[config.mk]
export PLATFORM = sky130hd
export DESIGN_NAME = dmem_store_queue_arbiter_flat
export DESIGN_NICKNAME = d
export VERILOG_FILES = /design/src/rtl/dmem_store_queue_arbiter_pkg.sv /design/src/rtl/dmem_store_queue_arbiter_if.sv /design/src/rtl/dmem_store_queue_arbiter_match.sv /design/src/rtl/dmem_store_queue_arbiter.sv /design/src/flat_wrapper.sv
export SDC_FILE = /design/constraint.sdc
export NUM_CORES = 2
export LEC_CHECK = 0
export CORE_MARGIN = 4
export CORE_UTILIZATION = 30
export DETAILED_ROUTE_END_ITERATION = 6
export DONT_BUFFER_PORTS = 1
export PLACE_DENSITY = 0.48
export SETUP_SLACK_MARGIN = 0.4
export SLEW_MARGIN = 10
export SYNTH_ARGS = -nofsm -noshare
export SYNTH_HDL_FRONTEND = slang
export SYNTH_HIERARCHICAL = 1
export SYNTH_SLANG_ARGS = --single-unit
[constraint.sdc]
create_clock -name clk -period 11.4 [get_ports clk]
set_input_delay 2.28 -clock clk [delete_from_list [all_inputs] [get_ports clk]]
set_output_delay 2.28 -clock clk [all_outputs]
set_load 0.02 [all_outputs]
[src/rtl/dmem_store_queue_arbiter_pkg.sv]
// Purpose: shared types and constants for the data-memory store queue / arbiter.
// Latency: n/a (types only).
// Backpressure: n/a.
// Contents: sq_entry_t queue entry, default depth/wait limit, pointer-width helper,
//           arbitration-outcome enum.
package dmem_sq_pkg;

  localparam int SQ_DEPTH    = 4;
  localparam int SQ_MAX_WAIT = 8;

  typedef struct packed {
    logic        valid;
    logic [63:0] addr;
    logic [63:0] data;
  } sq_entry_t;

  typedef enum logic [2:0] {
    ARB_IDLE,
    ARB_FORCE_DRAIN,
    ARB_LD_FWD,
    ARB_LD_MEM,
    ARB_DRAIN
  } arb_e;

  function automatic int sq_ptr_w(input int depth);
    return (depth > 1) ? $clog2(depth) : 1;
  endfunction

  localparam int SQ_PTR_W = sq_ptr_w(SQ_DEPTH);

endpackage

[src/rtl/dmem_store_queue_arbiter_if.sv]
// Purpose: bundles the store, load and data-memory signals of the store-queue arbiter.
// Latency: n/a (wiring only).
// Backpressure: st_ready_o / ld_ready_o flow from the arbiter back to the requesters.
// Modports: slave = the arbiter itself, master = datapath + memory environment.
interface dmem_sq_if;
  logic        st_valid_i;
  logic [63:0] st_addr_i;
  logic [63:0] st_data_i;
  logic        st_ready_o;
  logic        ld_valid_i;
  logic [63:0] ld_addr_i;
  logic        ld_ready_o;
  logic        ld_done_o;
  logic [63:0] ld_data_o;
  logic [63:0] dmem_readData;
  logic [63:0] dmem_addressLoad;
  logic [63:0] dmem_addressStore;
  logic [63:0] dmem_WriteData;
  logic        dmem_readEn;
  logic        dmem_writeEn;

  modport slave (
    input  st_valid_i, st_addr_i, st_data_i, ld_valid_i, ld_addr_i, dmem_readData,
    output st_ready_o, ld_ready_o, ld_done_o, ld_data_o,
           dmem_addressLoad, dmem_addressStore, dmem_WriteData, dmem_readEn, dmem_writeEn
  );

  modport master (
    output st_valid_i, st_addr_i, st_data_i, ld_valid_i, ld_addr_i, dmem_readData,
    input  st_ready_o, ld_ready_o, ld_done_o, ld_data_o,
           dmem_addressLoad, dmem_addressStore, dmem_WriteData, dmem_readEn, dmem_writeEn
  );
endinterface

[src/rtl/dmem_store_queue_arbiter_match.sv]
// Purpose: finds the youngest valid store-queue entry whose address equals the load address.
// Latency: combinational.
// Backpressure: none.
// Ports: entries_i (queue contents), tail_i (next write slot), addr_i (load address),
//        hit_o / data_o (match found and its store data).
module sq_youngest_match
  import dmem_sq_pkg::*;
#(
  parameter int DEPTH = SQ_DEPTH,
  parameter int PTR_W = SQ_PTR_W
) (
  input  sq_entry_t         entries_i [DEPTH],
  input  logic [PTR_W-1:0]  tail_i,
  input  logic [63:0]       addr_i,
  output logic              hit_o,
  output logic [63:0]       data_o
);

  logic [PTR_W-1:0] idx;

  // Walk from tail-1 back towards head; the first hit is the youngest store.
  // Only live entries carry valid, so the walk needs no explicit head bound.
  always_comb begin
    hit_o  = 1'b0;
    data_o = '0;
    idx    = '0;
    for (int i = 0; i < DEPTH; i++) begin
      idx = tail_i - PTR_W'(i + 1);
      if (!hit_o && entries_i[idx].valid && (entries_i[idx].addr == addr_i)) begin
        hit_o  = 1'b1;
        data_o = entries_i[idx].data;
      end
    end
  end

endmodule

[src/rtl/dmem_store_queue_arbiter.sv]
// Purpose: in-order committed-store queue with load forwarding, sharing one dmem slot per cycle.
// Latency: load data 1 cycle after acceptance; stores drain in commit order when the slot is free.
// Backpressure: st_ready_o low when full; ld_ready_o low only on a forced head drain.
// Ports: clk, reset (sync, active-high), bus (dmem_sq_if.slave: store req, load req/resp, dmem).
module dmem_store_queue_arbiter
  import dmem_sq_pkg::*;
#(
  parameter int DEPTH    = SQ_DEPTH,
  parameter int MAX_WAIT = SQ_MAX_WAIT
) (
  input logic      clk,
  input logic      reset,
  dmem_sq_if.slave bus
);

  localparam int PTR_W  = sq_ptr_w(DEPTH);
  localparam int CNT_W  = PTR_W + 1;
  localparam int WAIT_W = $clog2(MAX_WAIT + 1);

  sq_entry_t         sq_q [DEPTH];
  sq_entry_t         sq_d [DEPTH];
  logic [PTR_W-1:0]  head_q, head_d, tail_q, tail_d;
  logic [CNT_W-1:0]  count_q, count_d;
  logic [WAIT_W-1:0] wait_q, wait_d;
  logic              ld_done_q, ld_done_d;
  logic              ld_miss_q, ld_miss_d;
  logic [63:0]       ld_data_q, ld_data_d;

  arb_e        arb;
  logic        fwd_hit;
  logic [63:0] fwd_data;
  logic        empty, full, force_drain, enq, drain;

  // Search uses registered entries only, so a store enqueued this cycle never forwards.
  sq_youngest_match #(.DEPTH(DEPTH), .PTR_W(PTR_W)) u_match (
    .entries_i (sq_q),
    .tail_i    (tail_q),
    .addr_i    (bus.ld_addr_i),
    .hit_o     (fwd_hit),
    .data_o    (fwd_data)
  );

  assign empty       = (count_q == '0);
  assign full        = (count_q == CNT_W'(DEPTH));
  assign force_drain = full || (wait_q == WAIT_W'(MAX_WAIT));
  assign enq         = bus.st_valid_i && !full;

  always_comb begin
    arb = ARB_IDLE;
    if (force_drain)                  arb = ARB_FORCE_DRAIN;
    else if (bus.ld_valid_i && fwd_hit) arb = ARB_LD_FWD;
    else if (bus.ld_valid_i)          arb = ARB_LD_MEM;
    else if (!empty)                  arb = ARB_DRAIN;
  end

  // A forwarded load leaves the memory slot free, so the head drains alongside it.
  assign drain = !empty && (arb inside {ARB_FORCE_DRAIN, ARB_LD_FWD, ARB_DRAIN});

  assign bus.st_ready_o        = !full;
  assign bus.ld_ready_o        = !force_drain;
  assign bus.dmem_readEn       = (arb == ARB_LD_MEM);
  assign bus.dmem_addressLoad  = (arb == ARB_LD_MEM) ? bus.ld_addr_i : '0;
  assign bus.dmem_writeEn      = drain;
  assign bus.dmem_addressStore = drain ? sq_q[head_q].addr : '0;
  assign bus.dmem_WriteData    = drain ? sq_q[head_q].data : '0;
  assign bus.ld_done_o         = ld_done_q;
  // Memory data arrives unregistered in the done cycle, then is held in ld_data_q.
  assign bus.ld_data_o         = (ld_done_q && ld_miss_q) ? bus.dmem_readData : ld_data_q;

  always_comb begin
    sq_d      = sq_q;
    head_d    = head_q;
    tail_d    = tail_q;
    wait_d    = wait_q;
    ld_done_d = 1'b0;
    ld_miss_d = 1'b0;
    ld_data_d = ld_data_q;

    if (ld_done_q && ld_miss_q) ld_data_d = bus.dmem_readData;
    if (arb == ARB_LD_FWD) begin
      ld_done_d = 1'b1;
      ld_data_d = fwd_data;
    end
    if (arb == ARB_LD_MEM) begin
      ld_done_d = 1'b1;
      ld_miss_d = 1'b1;
    end

    // head == tail only when empty or full, so drain and enqueue never hit the same slot.
    if (drain) begin
      sq_d[head_q].valid = 1'b0;
      head_d             = head_q + PTR_W'(1);
    end
    if (enq) begin
      sq_d[tail_q] = '{valid: 1'b1, addr: bus.st_addr_i, data: bus.st_data_i};
      tail_d       = tail_q + PTR_W'(1);
    end
    count_d = count_q + CNT_W'(enq) - CNT_W'(drain);

    if (drain || empty)                      wait_d = '0;
    else if (wait_q != WAIT_W'(MAX_WAIT))    wait_d = wait_q + WAIT_W'(1);
  end

  always_ff @(posedge clk) begin
    if (reset) begin
      for (int i = 0; i < DEPTH; i++) sq_q[i] <= '0;
      head_q    <= '0;
      tail_q    <= '0;
      count_q   <= '0;
      wait_q    <= '0;
      ld_done_q <= 1'b0;
      ld_miss_q <= 1'b0;
      ld_data_q <= '0;
    end else begin
      sq_q      <= sq_d;
      head_q    <= head_d;
      tail_q    <= tail_d;
      count_q   <= count_d;
      wait_q    <= wait_d;
      ld_done_q <= ld_done_d;
      ld_miss_q <= ld_miss_d;
      ld_data_q <= ld_data_d;
    end
  end

endmodule

[src/flat_wrapper.sv]
// flat-port wrapper written by rule: the top's interface ports become plain ports
module dmem_store_queue_arbiter_flat import dmem_sq_pkg::*;
#(
  parameter int DEPTH    = SQ_DEPTH,
  parameter int MAX_WAIT = SQ_MAX_WAIT
)
  (clk, reset, bus_st_valid_i, bus_st_addr_i, bus_st_data_i, bus_ld_valid_i, bus_ld_addr_i, bus_dmem_readData, bus_st_ready_o, bus_ld_ready_o, bus_ld_done_o, bus_ld_data_o, bus_dmem_addressLoad, bus_dmem_addressStore, bus_dmem_WriteData, bus_dmem_readEn, bus_dmem_writeEn);
  dmem_sq_if bus_i ();
  input logic clk;
  input logic reset;
  input wire logic [$bits(bus_i.st_valid_i)-1:0] bus_st_valid_i;
  input wire logic [$bits(bus_i.st_addr_i)-1:0] bus_st_addr_i;
  input wire logic [$bits(bus_i.st_data_i)-1:0] bus_st_data_i;
  input wire logic [$bits(bus_i.ld_valid_i)-1:0] bus_ld_valid_i;
  input wire logic [$bits(bus_i.ld_addr_i)-1:0] bus_ld_addr_i;
  input wire logic [$bits(bus_i.dmem_readData)-1:0] bus_dmem_readData;
  output wire logic [$bits(bus_i.st_ready_o)-1:0] bus_st_ready_o;
  output wire logic [$bits(bus_i.ld_ready_o)-1:0] bus_ld_ready_o;
  output wire logic [$bits(bus_i.ld_done_o)-1:0] bus_ld_done_o;
  output wire logic [$bits(bus_i.ld_data_o)-1:0] bus_ld_data_o;
  output wire logic [$bits(bus_i.dmem_addressLoad)-1:0] bus_dmem_addressLoad;
  output wire logic [$bits(bus_i.dmem_addressStore)-1:0] bus_dmem_addressStore;
  output wire logic [$bits(bus_i.dmem_WriteData)-1:0] bus_dmem_WriteData;
  output wire logic [$bits(bus_i.dmem_readEn)-1:0] bus_dmem_readEn;
  output wire logic [$bits(bus_i.dmem_writeEn)-1:0] bus_dmem_writeEn;
  assign bus_i.st_valid_i = bus_st_valid_i;
  assign bus_i.st_addr_i = bus_st_addr_i;
  assign bus_i.st_data_i = bus_st_data_i;
  assign bus_i.ld_valid_i = bus_ld_valid_i;
  assign bus_i.ld_addr_i = bus_ld_addr_i;
  assign bus_i.dmem_readData = bus_dmem_readData;
  assign bus_st_ready_o = bus_i.st_ready_o;
  assign bus_ld_ready_o = bus_i.ld_ready_o;
  assign bus_ld_done_o = bus_i.ld_done_o;
  assign bus_ld_data_o = bus_i.ld_data_o;
  assign bus_dmem_addressLoad = bus_i.dmem_addressLoad;
  assign bus_dmem_addressStore = bus_i.dmem_addressStore;
  assign bus_dmem_WriteData = bus_i.dmem_WriteData;
  assign bus_dmem_readEn = bus_i.dmem_readEn;
  assign bus_dmem_writeEn = bus_i.dmem_writeEn;
  dmem_store_queue_arbiter #(.DEPTH(DEPTH), .MAX_WAIT(MAX_WAIT)) u_core (.clk(clk), .reset(reset), .bus(bus_i));
endmodule
==> key figures <==
STA
  • Slew HR: -0.209
  • Setup ws final: 2.24 ns
  • Layout Skew: 0.0363 ns
  • Worst-Margin Slew: 1.81 ns
  • Fmax: 109 MHz
  • Worst hold slack: 0.476 ns
  • Final setup vio count: 0
  • Final max-slew violation count: 242
  • Setup_tns: 0 ns
  • Hold Fails Final Rpt: 0
  • RSZ-0062 raised after global routing: false
  • Fin crit period: 9.16 ns
  • Crit share post-route: 0.803

Detailed routing
  • Antenna Nets Post-Route: 0
  • Pre-antenna DRT Iters: 7
  • DRT iter0 DRCs: 4,196
  • # DRC: 5
  • Vias/cell: 6.08
  • Final WL: 207,000 um
  • Via count: 41,813
  • WL/cell: 30.1 um

Clocking
  • Worst skew pair latency: 0.70 ns
  • Htree depth: 3
  • CTS tree: done
  • # resized after CTS: 0
  • CTS Root Cell: clkbuf_16
  • Max clock buf depth: 3
  • TritonCTS buffer count: 80
  • Hold buffer count at CTS: 0
  • Clk sinks: 593
  • Post-CTS Setup Repair Bufs: 0
  • Clock transition at path regs: 0.06 ns

Power
  • Switching share of power: 0.420
  • Sw power: 3400 uW
  • Power share of the combinational group: 0.380
  • Cell Pwr Density: 167 nW/um2
  • Leakage power: 0.0153 uW
  • VDD IR max: 0.147 mV
  • Clock network power share: 0.318
  • Cell-internal power: 4710 uW
  • Seq pwr share: 0.302

Critical path
  • CP Cell Sequence: buf_12 -> mux2i_1 -> o211ai_1 -> a2111oi_0 -> a31oi_1 -> nor3_1 -> nand4_4 -> nand3b_1 -> nor2b_1 -> a31oi_4 -> buf_12 -> and2_1
  • Worst-path fanout max: 97
  • CP max stage cell: a2111oi_0
  • Most numerous cell on the critical path: buf_12
  • Crit path launch type: register
  • Critical path endpoint category: primary output
  • Crit path buf inv count: 2
  • CP top delay family: compound AO/OA/AOI/OAI gates
  • Crit path largest cell delay: 0.86 ns
  • Req. time, crit path: 9.12 ns
  • WP data arrival: 6.88 ns
  • Setup Crit Path Kind: register to primary output
  • Register-to-register setup slack: 4.09 ns

Synthesis
  • Post-synthesis simple-gate area fraction: 0.144
  • Multiplexer share of the synthesized area: 0.291
  • Post-synth EDFFs: 0
  • Register area share after synthesis: 0.260
  • Asr flop ratio synth: 0
  • XOR/XNOR share of the synthesized area: 0.0405
  • Largest family of logic cells by synthesized area: multiplexers
  • Mapped cell area: 45,600 um2
  • Post-synth top area share: 0.260
  • Synth Instances: 5,253
  • Syn Nets: 5,526
  • Synth cell types: 87
  • Synthesis Warnings: 6
  • Synth area leader: dfxtp_1
  • Top cells by area, synth: dfxtp_1 26%, mux2i_1 14%, mux4_2 10%
  • Syn Area/Cell: 8.69 um2
  • Synthesized flop and latch total: 593
  • Dominant register cell in the synthesized netlist: dfxtp_1
  • Compound-Gate Fraction of Synth Area: 0.192
  • Adder-cell share of the synthesized area: 0.00373

Placement
  • Place WS: 2.64 ns
  • Placed cell areas: 45,900 um2
  • Gpl congestion: 1.06
  • Port bufs: 0
  • Detailed Place HPWL: 138,000 um

Cells and area
  • Final instance area: 48,500 um2
  • Area delta synth->final: 6.38%
  • Commonest non-fill, non-tap cells in the layout: 651 x a21oi_1, 650 x mux2i_1, 589 x dfxtp_1
  • Most common cell after layout, fill and taps aside: a21oi_1
  • Final net count: 5,065
  • Fraction of layout cells with a size suffix above 1: 0.129

Outcome
  • Failing checks: DRC, slew limit
  • Run status: finished, violations left

Floorplan
  • Core ar.: 150,000 um2
  • Row count: 142
  • Die Span Y: 398 um
  • Initial Util: 0.303
  • Die area: 158,000 um2
  • Die W: 398 um
  • I/O Pins: 521

Global route
  • Global-route wire length before repair: 294,000 um
  • Gr usage total: 0.248
  • Largest net degree at the start of global routing: 526
  • Vias in the first global route: 39,570
  • Gr ovfl total: 0
  • Initial antenna violation count: 14

Hold path
  • Worst Hold Class: register to register

Run
  • Max-cap violations: 0
-- power by group through the flow --
| stage | combinational, uW | sequential [uW] | clock, uW |
|---|---|---|---|
| after floorplan | 2380 | 2360 | 0 |
| after global placement | 3070 | 2480 | 0 |
| after detailed placement | 3080 | 2490 | 0 |
| after CTS | 3090 | 2440 | 2650 |
| after global routing | 3270 | 2470 | 2710 |
| final | 3090 | 2450 | 2580 |
-- worst paths after layout --
kind	depth (start not counted)	start	to
setup / recovery	12	u_core/tail_q[1]	bus_dmem_addressStore[30]
setup reg to reg	19	u_core/tail_q[1]	u_core/count_q[2]
hold reg to reg	1	u_core/wait_q[0]	u_core/wait_q[0]
hold / removal	1	u_core/wait_q[0]	u_core/wait_q[0]
-- synthesized netlist by cell type, types with 27 or more instances --
master    number
and2_1       206
mux2i_1      650
mux2_2       179
o21ai_0      495
nand4_1       36
nand3_1      531
o21ai_1      101
o32a_1        58
nor3_1        33
dfxtp_1      593
a21oi_1      651
buf_2        155
nand2_1       52
clkbuf_1     307
or4_1         67
inv_1         30
nor2_1       176
o211a_1       65
buf_6         41
nand2b_1      29
buf_1         56
buf_4         44
nor4_1        27
xor2_1        54
mux4_2       211
xnor2_1      157
-- area by class of cell --
| cell class | instances | area (um2) |
|---|---|---|
| fillers | 15749 | 102000 |
| multi-input cells | 4020 | 30700 |
| flip-flops and latches | 593 | 11900 |
| well taps | 2016 | 2520 |
| clock buffers | 109 | 2290 |
| repair buffers | 64 | 593 |
| clock inverters | 29 | 319 |
| inverters | 33 | 144 |
| diodes | 13 | 32.5 |
-- registers in the layout, summed over array words and instances, names as in the netlist --
name                  flops
u_core/ld_miss_q          1
u_core/bus.ld_done_o      1
u_core/sq_q             516
u_core/head_q             2
u_core/ld_data_q         64
u_core/wait_q             4
u_core/tail_q             2
u_core/count_q            3
-- metrics by stage --
stage / total power, uW / util / instances
after floorplan: 4740 / - / 5253
after detailed placement: 5570 / 0.305 / 6726
final: 8110 / 0.323 / 6877
after global routing: 8450 / 0.322 / 6864
after global placement: 5550 / 0.305 / 6726
after CTS: 8180 / 0.322 / 6864
-- worst reg2reg max path, cell delays in order (launching register included) --
cell	delay [ns]
dfxtp_4	0.81
buf_12	0.48
mux2i_1	0.81
o211ai_1	0.22
a2111oi_0	0.86
a31oi_1	0.09
nor3_1	0.53
nand4_4	0.25
nand3b_1	0.29
nor2b_1	0.14
a31oi_4	0.82
buf_12	0.45
ha_1	0.35
inv_1	0.05
ha_1	0.12
inv_1	0.05
fa_1	0.41
xor2_1	0.20
and2_1	0.16
nor3_1	0.04
-- logic make-up (layout without fill, tap and decap cells) --
kind of cell | count (synthesis) | in the layout
AO/OA/AOI/OAI | 1528 | 1528
XOR/XNOR | 211 | 211
adder cells (fa/ha/maj) | 13 | 13
buffers and inverters | 640 | 235
flip-flops | 593 | 593
multiplexers | 1042 | 1042
other | 0 | 13
AND/OR/NAND/NOR | 1226 | 1226
-- per-layer routing --
layer	share of wire	GRT usage	vias up
met5	0.00020	0	-
met4	0.038	0.0865	8
met3	0.073	0.0506	314
met2	0.47	0.410	1649
met1	0.42	0.321	21148
li1	-	-	18694
Note: power is estimated with default switching activity, not from simulation.
